===== config.mk =====
export PLATFORM = sky130hd
export DESIGN_NAME = atan_poly_quad
export DESIGN_NICKNAME = d
export VERILOG_FILES = /design/src/rtl/atan_poly_quad.sv
export SDC_FILE = /design/constraint.sdc
export NUM_CORES = 1
export LEC_CHECK = 0
export BUFFER_PORTS_ARGS = -buffer_cell sky130_fd_sc_hd__buf_2
export CORE_MARGIN = 5
export CORE_UTILIZATION = 60
export CTS_CLUSTER_SIZE = 10
export DETAILED_ROUTE_END_ITERATION = 7
export PLACE_DENSITY = 0.86
export RECOVER_POWER = 100
export SKIP_LAST_GASP = 1
export SLEW_MARGIN = 20
export SYNTH_ARGS = -nofsm -noshare
export SYNTH_HDL_FRONTEND = slang
export SYNTH_SLANG_ARGS = --single-unit

===== constraint.sdc =====
create_clock -name clk -period 7.88 [get_ports clk]
set_input_delay 0.788 -clock clk [delete_from_list [all_inputs] [get_ports clk]]
set_output_delay 0.788 -clock clk [all_outputs]
set_load 0.02 [all_outputs]

===== src/rtl/atan_poly_quad.sv =====
// Four-stage odd-cubic arctangent with octant correction; output is a binary angle (pi = 2^(ANG_W-1)).
// Optional build macro ATAN_ROUND_EN: round-half-up on each >>> 7 instead of floor.
module atan_poly_quad #(
    parameter int ANG_W = 16,
    parameter int C1    = 10143,
    parameter int C3    = 2002
) (
    input  logic                    clk,
    input  logic                    rst_n,
    input  logic                    val_i,
    input  logic signed [7:0]       ratio_i,
    input  logic [2:0]              case_flag_i,
    output logic signed [ANG_W-1:0] angle_o,
    output logic                    val_o
);

    localparam logic signed [23:0] C1_S = 24'(C1);
    localparam logic signed [31:0] C3_S = 32'(C3);

`ifdef ATAN_ROUND_EN
    localparam logic signed [23:0] RND24 = 24'sd64;
    localparam logic signed [31:0] RND32 = 32'sd64;
`else
    localparam logic signed [23:0] RND24 = 24'sd0;
    localparam logic signed [31:0] RND32 = 32'sd0;
`endif

    localparam logic [ANG_W-1:0] Q_P   = {2'b01, {(ANG_W-2){1'b0}}};
    localparam logic [ANG_W-1:0] Q_N   = {2'b11, {(ANG_W-2){1'b0}}};
    localparam logic [ANG_W-1:0] TWO_Q = {1'b1, {(ANG_W-1){1'b0}}};

    logic [3:0]              r_vld;

    logic signed [7:0]       r_s1_r;
    logic [2:0]              r_s1_cf;
    logic [14:0]             r_s1_x2;
    logic signed [23:0]      r_s1_lin;

    logic signed [15:0]      r_s2_x3;
    logic [2:0]              r_s2_cf;
    logic signed [23:0]      r_s2_lin;

    logic signed [ANG_W-1:0] r_s3_poly;
    logic [2:0]              r_s3_cf;

    logic signed [ANG_W-1:0] r_angle;

    // Stage 1: |r|^2 on the magnitude keeps x2 unsigned; 128^2 = 2^14 still fits 15 bits.
    logic [7:0]         w_mag;
    logic [14:0]        w_x2;
    logic signed [23:0] w_r_ext;
    logic signed [23:0] w_lin;

    assign w_mag   = ratio_i[7] ? (~ratio_i + 8'd1) : ratio_i;
    assign w_x2    = {7'd0, w_mag} * {7'd0, w_mag};
    assign w_r_ext = $signed({{16{ratio_i[7]}}, ratio_i});
    assign w_lin   = C1_S * w_r_ext;

    logic signed [23:0] w_s1_r_ext;
    logic signed [23:0] w_x2r;

    assign w_s1_r_ext = $signed({{16{r_s1_r[7]}}, r_s1_r});
    assign w_x2r      = $signed({9'd0, r_s1_x2}) * w_s1_r_ext + RND24;

    logic signed [31:0]      w_x3_ext;
    logic signed [31:0]      w_c3x3;
    logic signed [23:0]      w_cub;
    logic signed [23:0]      w_diff;
    logic signed [ANG_W-1:0] w_poly;

    assign w_x3_ext = $signed({{16{r_s2_x3[15]}}, r_s2_x3});
    assign w_c3x3   = C3_S * w_x3_ext + RND32;
    assign w_cub    = 24'(w_c3x3 >>> 7);
    assign w_diff   = r_s2_lin - w_cub + RND24;
    assign w_poly   = ANG_W'(w_diff >>> 7);

    logic [ANG_W-1:0] w_angle;

    always_comb begin
        w_angle = '0;
        unique case (r_s3_cf)
            3'd0: w_angle = '0;
            3'd1: w_angle = r_s3_poly;
            3'd2: w_angle = TWO_Q + r_s3_poly;
            3'd3: w_angle = '0 - r_s3_poly;
            3'd4: w_angle = Q_N - r_s3_poly;
            3'd5: w_angle = Q_P - r_s3_poly;
            3'd6: w_angle = Q_N + r_s3_poly;
            3'd7: w_angle = Q_P + r_s3_poly;
            default: w_angle = '0;
        endcase
    end

    // Each stage's data only moves when its own valid bit is set, so results hold between samples.
    always_ff @(posedge clk) begin
        if (!rst_n) begin
            r_vld     <= '0;
            r_s1_r    <= '0;
            r_s1_cf   <= '0;
            r_s1_x2   <= '0;
            r_s1_lin  <= '0;
            r_s2_x3   <= '0;
            r_s2_cf   <= '0;
            r_s2_lin  <= '0;
            r_s3_poly <= '0;
            r_s3_cf   <= '0;
            r_angle   <= '0;
        end else begin
            r_vld <= {r_vld[2:0], val_i};
            if (val_i) begin
                r_s1_r   <= ratio_i;
                r_s1_cf  <= case_flag_i;
                r_s1_x2  <= w_x2;
                r_s1_lin <= w_lin;
            end
            if (r_vld[0]) begin
                r_s2_x3  <= 16'(w_x2r >>> 7);
                r_s2_cf  <= r_s1_cf;
                r_s2_lin <= r_s1_lin;
            end
            if (r_vld[1]) begin
                r_s3_poly <= w_poly;
                r_s3_cf   <= r_s2_cf;
            end
            if (r_vld[2]) begin
                r_angle <= $signed(w_angle);
            end
        end
    end

    assign angle_o = r_angle;
    assign val_o   = r_vld[3];

endmodule


==> metrics.txt, run 1 <==
post-synthesis sequential area ratio 15.2%; Setup Buffers After CTS 0; drc violations 0; 1st-pass router iterations 7; crit end category register; slew of the pin with the lowest slew margin 1.32 ns; Yosys top cell area share 24.1%; EDFF count, synth 0; Syn Inst Count 1,887; Core ar. 0.0276 mm^2; RSZ-0062 raised after global routing no; IO Count 31; GRT Residual Overflow 0; leading area contributor after synthesis fa_1; Slew headroom 12.2%; die width 177 um; WL final 37,000 um; CP max stage cell fa_1; Slew Limit Fails 0; Avg WL per Cell 16.2 um; max_cap viols 0; Tmin final 7.48 ns; vias in the first global route 13.5k; largest net degree at the start of global routing 94; TritonCTS clock tree yes; Finish-stage setup viols 0; post-synthesis sequential element count 127; Power Dens Cells 240 mW/mm^2; Async SR Flop Fraction 0%; Initial Util 60.4%; Synth cell types 72; Nets 2,351; port bufs 30; Die ar. 0.0312 mm^2; Top delay family on crit path adder cells; Clk pwr share 17.7%; ys flop type dfxtp_1; WS Path Type register to register; die span in y 177 um; Tcrit/Tclk final 95.0%; CTS clk-pin slew, worst paths 0.06 ns; clock skew 0.0114 ns; Req. time, crit path 8.16 ns; TritonCTS Buffers 17; dpl hpwl 29,500 um; Netlist Area Pre-Place 0.0167 mm^2; Flop pwr share 20.0%; ant diodes 0; Antenna Nets Post-Route 0; GR Util All Layers 24.6%; Comb power frac 62.3%; Int Power 2.30 mW; clk root buf clkbuf_16; hold violation count in the final report 0; vias per inst 5.54; RePlAce Congestion 0.913; VDD IR-drop max 0.173 mV; setup TNS 0 ns; YS warnings 0; Switch Pwr 1.95 mW; crit-path most repeated cell fa_1; 1st-iter DRT viols 872; layout cell share with drive strength beyond 1 3.67%; Leak Pwr 8.95 nW; clk_lat worst skew 0.43 ns; run status completed; switching share of power 45.8%; hold_buf cts 0; fmax 134 MHz; H-Tree Depth 4; Max Fanout on Critical Path 6; # clock sinks 127; initial antenna violation count 0; number of instances resized during post-cts repair 0; first-pass GRT wire length 63,400 um; DR vias 12.7k; min-delay worst type register to register; critical path arrival 7.76 ns; CP startpoint kind register; synth top area cells fa_1, ha_1, dfxtp_1; Area Overhead vs Synth 5.88%; Avg Inst Size Synth 8.84 um^2; Longest Clk Path Bufs 2; max incr delay on CP 0.59 ns; FP Rows 61; Final Power 4.24 mW; crit path buf inv count 4
## synthesized netlist by cell type (all sizes together) (4+ instances only)
cell / instances
nand2: 98
and3: 11
clkbuf: 44
a211oi: 11
nor3: 26
a21oi: 81
dfxtp: 127
nor2: 192
mux2i: 83
a21o: 23
a31oi: 9
a311oi: 4
or2: 10
or3: 12
nand4b: 5
nand2b: 19
inv: 365
a21boi: 5
nor2b: 10
ha: 242
nand4: 6
o21a: 5
fa: 201
o21bai: 9
o21ai: 45
nand3: 15
xor2: 36
and2: 68
buf: 8
nor3b: 8
o31ai: 4
o211ai: 8
xnor2: 54
## power by group through the flow
stage,clock network (mW),logic [mW],registers [mW]
4_1_cts,0.757,2.64,0.842
3_5_place_dp,0,2.61,0.854
5_1_grt,0.785,3.01,0.859
3_3_place_gp,0,2.49,0.849
6_report,0.752,2.64,0.847
2_1_floorplan,0,2.07,0.798
## per-stage QoR
stage	hold WS, ns	cell area [um^2]	cells	worst slack [ns]	util [%]
after global routing	0.521	17700	2283	0.0389	63.9
after detailed placement	0.475	17100	2253	0.427	62.0
after global placement	0.464	17100	2253	0.612	62.0
after floorplan	0.453	16700	1892	1.08	-
final	0.489	17700	2283	0.397	63.9
after CTS	0.489	17700	2283	0.398	64.0
## cell usage in the layout (no fill, tap or decap), drive strengths merged, types with 4 or more instances in the layout
cell type,n
buf,16
dfxtp,127
fa,201
clkbuf,40
nand2b,19
nand3,15
xor2,36
ha,242
a21boi,5
o211ai,8
or3,12
a21o,23
or2,10
clkinvlp,6
o21bai,9
o21ai,45
nor2b,10
a311oi,4
mux2i,83
nor3,26
a21oi,81
a31oi,9
nor3b,8
o21a,5
o31ai,4
nand4,6
conb,7
and2,68
nand4b,5
nor2,192
a211oi,11
xnor2,54
nand2,98
and3,11
inv,365
## registers in the layout, indices dropped and copies added (netlist names)
name	cells
r_s1_cf	3
r_s1_lin	22
r_s2_lin	23
r_s3_poly	16
r_s3_cf	3
angle_o	16
r_vld	4
r_s2_x3	16
r_s1_r	8
r_s2_cf	3
r_s1_x2	13
## worst register-to-register path: stages, from the launching register on
cell	delay (ns)
dfxtp_1	0.41
inv_1	0.18
fa_1	0.52
fa_1	0.49
inv_1	0.06
fa_1	0.52
fa_1	0.59
inv_1	0.07
fa_1	0.53
inv_1	0.04
ha_1	0.36
and3_1	0.20
a21oi_1	0.16
and3_1	0.26
o21bai_1	0.08
a21oi_1	0.17
xor2_1	0.18
ha_1	0.30
a21o_1	0.23
a21o_1	0.19
a221oi_2	0.29
nand3_2	0.16
a211o_1	0.36
a311oi_4	0.40
xnor3_1	0.38
mux2i_1	0.15
nor2_1	0.05
## final cells by class
cell class / count / area (um^2)
multi-input cells: 1348 / 12600
fillers: 2262 / 9960
flip-flops and latches: 127 / 2540
inverters: 365 / 1370
well taps: 378 / 473
clock buffers: 21 / 460
repair buffers: 35 / 164
clock inverters: 9 / 86.3
## per-layer routing
| layer | GRT usage (%) | part of all wire, % | wire length (um) | vias to the layer above |
|---|---|---|---|---|
| li1 | - | - | - | 6044 |
| met1 | 31.2 | 43 | 16000 | 6172 |
| met2 | 44.0 | 50 | 18500 | 371 |
| met3 | 3.14 | 4.7 | 1750 | 66 |
| met4 | 7.38 | 2.2 | 826 | 0 |
| met5 | 0 | 0 | 0 | - |
## logic make-up (layout without fill, tap and decap cells)
group	count (synthesis)	in the layout	synth area share, %
buffers and inverters	417	430	9.55
other	2	7	0.0450
DFF	127	127	15.2
muxes	85	85	5.11
xor gates and xnor gates	91	91	4.86
adders and majority gates	443	443	42.3
AOI/OAI and AO/OA	232	232	8.88
and+or+nand+nor	490	490	14.0
## path summary, 6_finish.rpt
kind                                   from                          to  slack (ns)  depth (start not counted)
setup / recovery    r_s2_x3[6]$_SDFFE_PN0P_  r_s3_poly[13]$_SDFFE_PN0P_        0.40                         26
hold / removal    r_s1_lin[20]$_SDFFE_PN0P_   r_s1_lin[20]$_SDFFE_PN0P_        0.49                          2
hold reg to reg   r_s1_lin[20]$_SDFFE_PN0P_   r_s1_lin[20]$_SDFFE_PN0P_        0.49                          2
setup reg to reg    r_s2_x3[6]$_SDFFE_PN0P_  r_s3_poly[13]$_SDFFE_PN0P_        0.40                         26
Note: power is estimated with default switching activity, not from simulation.
==> inputs of run 2 (changes only) <==
GPL_TIMING_DRIVEN = 0   (was unset)
==> run 2 against run 1 <==
Effect of this change:
- die area is the same
- first-iteration DRC count grew 8.7%
- global-route usage grew 1.5 points
- non-clock buffer count grew 47
- worst hold slack lost 0.0022 ns
- largest cell class unchanged
- critical path type unchanged
- clock skew is essentially flat
==> metrics.txt, run 2 (synthesized netlist as in run 1, its figures left out) <==
run status completed (unchanged); Die ar. 0.0312 mm^2 (unchanged); dpl hpwl 32,200 um (was 29,500 um); max incr delay on CP 0.56 ns (was 0.59 ns); die width 177 um (unchanged); Slew headroom 34.5% (was 12.2%); hold_buf cts 0 (unchanged); clock skew 0.0109 ns (was 0.0114 ns); fmax 133 MHz (was 134 MHz); drc violations 0 (unchanged); initial antenna violation count 0 (unchanged); leading cell types in the layout, fill and taps excluded inv_1, ha_1, fa_1, nor2_1, dfxtp_1 (unchanged); Largest Register r_s2_lin (unchanged); reg2reg setup slack 0.36 ns (was 0.40 ns); Max Fanout on Critical Path 6 (unchanged); setup TNS 0 ns (unchanged); Largest regs r_s2_lin x23, r_s1_lin x22 (unchanged); Hold Crit Depth 2 (unchanged); Final Power 4.39 mW (was 4.24 mW); reg2reg path depth 26 (unchanged); worst hold margin 0.487 ns (was 0.489 ns); GR Util All Layers 26.1% (was 24.6%); CTS clk-pin slew, worst paths 0.07 ns (was 0.06 ns); Crit. path cell count 26 (unchanged); FP Rows 61 (unchanged); 1st-pass router iterations 6 (was 7); crit path buf inv count 4 (unchanged); H-Tree Depth 4 (unchanged); first-pass GRT wire length 65,900 um (was 63,400 um); port bufs 29 (was 30); Power Dens Cells 245 mW/mm^2 (was 240 mW/mm^2); max_cap viols 0 (unchanged); Avg WL per Cell 17.0 um (was 16.2 um); IO Count 31 (unchanged); final core utilization 64.9% (was 63.9%); GRT Residual Overflow 0 (unchanged); min-delay worst type register to register (unchanged); Tcrit/Tclk final 95.4% (was 95.0%); TritonCTS Buffers 17 (unchanged); clk_lat worst skew 0.43 ns (about the same); Nets 2,398 (was 2,351); Req. time, crit path 8.19 ns (was 8.16 ns); Core ar. 0.0276 mm^2 (unchanged); Area Overhead vs Synth 7.46% (was 5.88%); layout cell share with drive strength beyond 1 4.20% (was 3.67%); CP startpoint kind register (unchanged); TritonCTS clock tree yes (unchanged); vias per inst 5.60 (was 5.54); crit-path most repeated cell fa_1 (unchanged); DR vias 13.1k (was 12.7k); clk root buf clkbuf_16 (unchanged); Slew Limit Fails 0 (unchanged); Antenna Nets Post-Route 0 (unchanged); Top delay family on crit path adder cells (unchanged); slew of the pin with the lowest slew margin 0.955 ns (was 1.32 ns); CP max stage cell fa_1 (unchanged); RePlAce Congestion 0.951 (was 0.913); Tmin final 7.52 ns (was 7.48 ns); 1st-iter DRT viols 948 (was 872); FILL cells 2,128 (was 2,262); die span in y 177 um (unchanged); largest net degree at the start of global routing 23 (was 94); WL final 39,600 um (was 37,000 um); VDD IR-drop max 0.179 mV (was 0.173 mV); Initial Util 60.4% (unchanged); WS Path Type register to register (unchanged); hold violation count in the final report 0 (unchanged); Longest Clk Path Bufs 2 (unchanged); Leak Pwr 9.05 nW (was 8.95 nW); final instance area 0.0179 mm^2 (was 0.0177 mm^2); Post-Place Cell Area 0.0173 mm^2 (was 0.0171 mm^2); Finish-stage setup viols 0 (unchanged); most common cell after layout, fill and taps aside inv_1 (unchanged); ant diodes 0 (unchanged); critical path arrival 7.82 ns (was 7.76 ns); crit end category register (unchanged); vias in the first global route 13.7k (was 13.5k); max FFs per register 23 (unchanged); # clock sinks 127 (unchanged)
[run 2: changes by cell type in the layout (fill, tap and decap cells not counted), moves of 3 or more]
cell,delta
clkbuf_1,+44
dfxtp_1,-7
dfxtp_2,+5
inv_6,+5
inv_8,+5
buf_1,+4
buf_4,-4
clkinvlp_4,-4
clkinv_8,+3
[run 2: power by group]
part | switching (mW) | internal (mW) | leakage [nW]
Clock | 0.363 | 0.458 | 0.302
Combinational | 1.59 | 1.13 | 7.71
Sequential | 0.119 | 0.727 | 1.04
[run 2: area by class of cell]
| type | count | area (um^2) | area share [%] |
|---|---|---|---|
| Clock buffer | 17 | 425 | 2.37 |
| Sequential cell | 127 | 2560 | 14.3 |
| Tap cell | 378 | 473 | 2.64 |
| Buffer | 52 | 206 | 1.15 |
| Multi-Input combinational cell | 1348 | 12600 | 70.1 |
| Timing Repair Buffer | 30 | 129 | 0.719 |
| Clock inverter | 15 | 188 | 1.05 |
| Inverter | 365 | 1370 | 7.66 |
[run 2: tightest hold or removal path: stages, from the launching register on]
cell and delay, ns:
dfxtp_1 0.32, nor2_1 0.08, a211oi_1 0.05
[run 2: repair_timing]
action | in CTS | in global routing
endpoints found under the hold margin | 0 | 0
endpoints found under the setup margin | 0 | 4
buffers inserted | 0 | 1
resized for setup | 0 | 15
[run 2: final timing paths]
path | to | start
worst max-delay path | r_s3_poly[13]$_SDFFE_PN0P_ | r_s2_x3[6]$_SDFFE_PN0P_
worst min-delay path | r_s1_lin[5]$_SDFFE_PN0P_ | r_s1_lin[5]$_SDFFE_PN0P_
worst max register to register | r_s3_poly[13]$_SDFFE_PN0P_ | r_s2_x3[6]$_SDFFE_PN0P_
worst min register to register | r_s1_lin[5]$_SDFFE_PN0P_ | r_s1_lin[5]$_SDFFE_PN0P_
[run 2: metrics by stage]
stage / setup WS [ns] / std cells
4_1_cts: 0.155 / 2331
3_3_place_gp: 0.238 / 2299
5_1_grt: -0.000318 / 2332
2_1_floorplan: 1.08 / 1892
6_report: 0.362 / 2332
3_5_place_dp: 0.193 / 2299
[run 2: metal layers]
metal / up-vias / track usage [%] / routed length, um
met1: 6340 / 33.5 / 16600
met3: 110 / 3.97 / 2400
met4: 0 / 11.2 / 1740
met2: 462 / 44.1 / 18800
met5: - / 0 / 0
li1: 6141 / - / -
==> inputs of run 3 (changes only) <==
MAX_ROUTING_LAYER = met4   (was unset)
SKIP_CTS_REPAIR_TIMING = 1   (was unset)
==> run 3 against run 2 <==
Effect of this change:
- final cell count stayed put
- count of clock-buffer cells in the layout stayed put
- flip-flop and latch count stayed put
- sequential power is 0.6% higher
- critical endpoint is now r_s3_poly[14]$_SDFFE_PN0P_
- largest power group unchanged
==> metrics.txt, run 3 (synthesized netlist as in run 1, its figures left out) <==
final instance area 0.0179 mm^2 (about the same); Largest regs r_s2_lin x23, r_s1_lin x22 (unchanged); vias per inst 5.62 (was 5.60); H-Tree Depth 4 (unchanged); max_cap viols 0 (unchanged); dpl hpwl 33,200 um (was 32,200 um); Switch Pwr 2.04 mW (was 2.07 mW); VDD IR-drop max 0.187 mV (was 0.179 mV); GRT Residual Overflow 0 (unchanged); placed insts 2,299 (unchanged); DR vias 13.1k (about the same); CTS clk-pin slew, worst paths 0.07 ns (about the same); Leak Pwr 9.03 nW (was 9.05 nW); fin cells 2,332 (unchanged); FP Rows 61 (unchanged); RePlAce Congestion 0.959 (was 0.951); WS Path Type register to register (unchanged); Antenna Nets Post-Route 0 (unchanged); Max Fanout on Critical Path 5 (was 6); ant diodes 0 (unchanged); port bufs 29 (unchanged); WL final 40,400 um (was 39,600 um); Largest Register r_s2_lin (unchanged); Avg WL per Cell 17.3 um (was 17.0 um); CP startpoint kind register (unchanged); Core ar. 0.0276 mm^2 (unchanged); clk root buf clkbuf_16 (unchanged); Nets 2,398 (unchanged); start of the worst register-to-register path r_s2_x3[7]$_SDFFE_PN0P_ (was r_s2_x3[6]$_SDFFE_PN0P_); leading cell types in the layout, fill and taps excluded inv_1, ha_1, fa_1, nor2_1, dfxtp_1 (unchanged); clk_lat worst skew 0.43 ns (about the same); Slew headroom 33.1% (was 34.5%); initial antenna violation count 0 (unchanged); Tcrit/Tclk final 95.2% (was 95.4%); Finish-stage setup viols 0 (unchanged); die width 177 um (unchanged); Post-Place Cell Area 0.0173 mm^2 (unchanged); most common cell after layout, fill and taps aside inv_1 (unchanged); FILL cells 2,206 (was 2,128); clock skew 0.00858 ns (was 0.0109 ns); max FFs per register 23 (unchanged); Int Power 2.27 mW (was 2.32 mW); layout cell share with drive strength beyond 1 3.99% (was 4.20%); first-pass GRT wire length 67,500 um (was 65,900 um); critical path arrival 7.82 ns (about the same); hold violation count in the final report 0 (unchanged); Longest Clk Path Bufs 2 (unchanged); Initial Util 60.4% (unchanged); TritonCTS clock tree yes (unchanged); fmax 133 MHz (about the same); TritonCTS Buffers 17 (unchanged); Req. time, crit path 8.20 ns (was 8.19 ns); crit end category register (unchanged); Tmin final 7.50 ns (was 7.52 ns); run status completed (unchanged); vias in the first global route 13.8k (was 13.7k); Power Dens Cells 241 mW/mm^2 (was 245 mW/mm^2); setup TNS 0 ns (unchanged); # clock sinks 127 (unchanged); largest net degree at the start of global routing 23 (unchanged); Comb power frac 62.7% (was 62.0%); critical path launch point r_s2_x3[7]$_SDFFE_PN0P_ (was r_s2_x3[6]$_SDFFE_PN0P_); switching share of power 47.3% (was 47.1%); hold_sp angle_o[8]$_SDFFE_PN0P_ (was r_s1_lin[5]$_SDFFE_PN0P_); Slew Limit Fails 0 (unchanged); Clk pwr share 17.6% (was 18.7%); slew of the pin with the lowest slew margin 1.00 ns (was 0.955 ns); Die ar. 0.0312 mm^2 (unchanged); min-delay worst type register to register (unchanged); 1st-pass router iterations 5 (was 6); Area Overhead vs Synth 7.12% (was 7.46%); Flop pwr share 19.7% (was 19.3%); 1st-iter DRT viols 1,080 (was 948); IO Count 31 (unchanged); drc violations 0 (unchanged); GR Util All Layers 27.4% (was 26.1%); die span in y 177 um (unchanged)
## run 3: metal layers
layer	share of wire, %	global-route usage, %	vias to the layer above	wire (um)
met5	0	-	-	0
met4	3.1	9.12	0	1270
met3	6.1	3.50	87	2480
met2	50	46.4	470	20200
met1	41	34.3	6413	16500
li1	-	-	6127	-
## run 3: power groups by stage
stage	sequential, mW	clock [mW]	combinational (mW)
final	0.851	0.760	2.70
after global routing	0.857	0.794	3.07
after CTS	0.842	0.757	2.70
after detailed placement	0.854	0	2.66
after global placement	0.848	0	2.52
after floorplan	0.798	0	2.07
## run 3: critical path, stage by stage (launching register included)
cell,delay [ns]
dfxtp_2,0.38
inv_1,0.25
fa_1,0.49
fa_1,0.51
inv_1,0.06
fa_1,0.52
fa_1,0.55
inv_1,0.06
fa_1,0.54
inv_1,0.05
ha_1,0.34
and3_1,0.20
a21oi_1,0.16
and3_1,0.26
o21bai_1,0.08
a21oi_1,0.17
xor2_1,0.22
ha_1,0.32
a21o_1,0.23
a21o_1,0.19
a221oi_2,0.30
nand3_2,0.15
a211o_1,0.36
a311oi_4,0.41
nor3b_1,0.13
nand2b_1,0.18
a221o_1,0.29
## run 3: final timing paths
check / depth (start not counted) / slack (ns) / endpoint
max reg2reg: 26 / 0.38 / r_s3_poly[14]$_SDFFE_PN0P_
min reg2reg: 2 / 0.49 / angle_o[8]$_SDFFE_PN0P_
min: 2 / 0.49 / angle_o[8]$_SDFFE_PN0P_
max: 26 / 0.38 / r_s3_poly[14]$_SDFFE_PN0P_
## run 3: layout make-up
cell class	instances	area [um^2]	share of cell area (%)
flip-flops and latches	127	2550	14.3
plain buffers	52	206	1.16
well taps	378	473	2.65
clock inverters	15	144	0.805
repair buffers	30	129	0.721
clock buffers	17	425	2.38
inverters	365	1370	7.69
multi-input cells	1348	12600	70.3
## run 3: metrics by stage
stage | hold slack, ns | utilization, % | setup WS [ns] | power [mW]
floorplan | 0.453 | - | 1.08 | 2.87
global placement | 0.466 | 62.7 | 0.258 | 3.37
detailed placement | 0.475 | 62.7 | 0.198 | 3.52
CTS | 0.488 | 64.7 | 0.140 | 4.30
global route | 0.514 | 64.7 | -0.00427 | 4.72
finish | 0.490 | 64.7 | 0.377 | 4.31
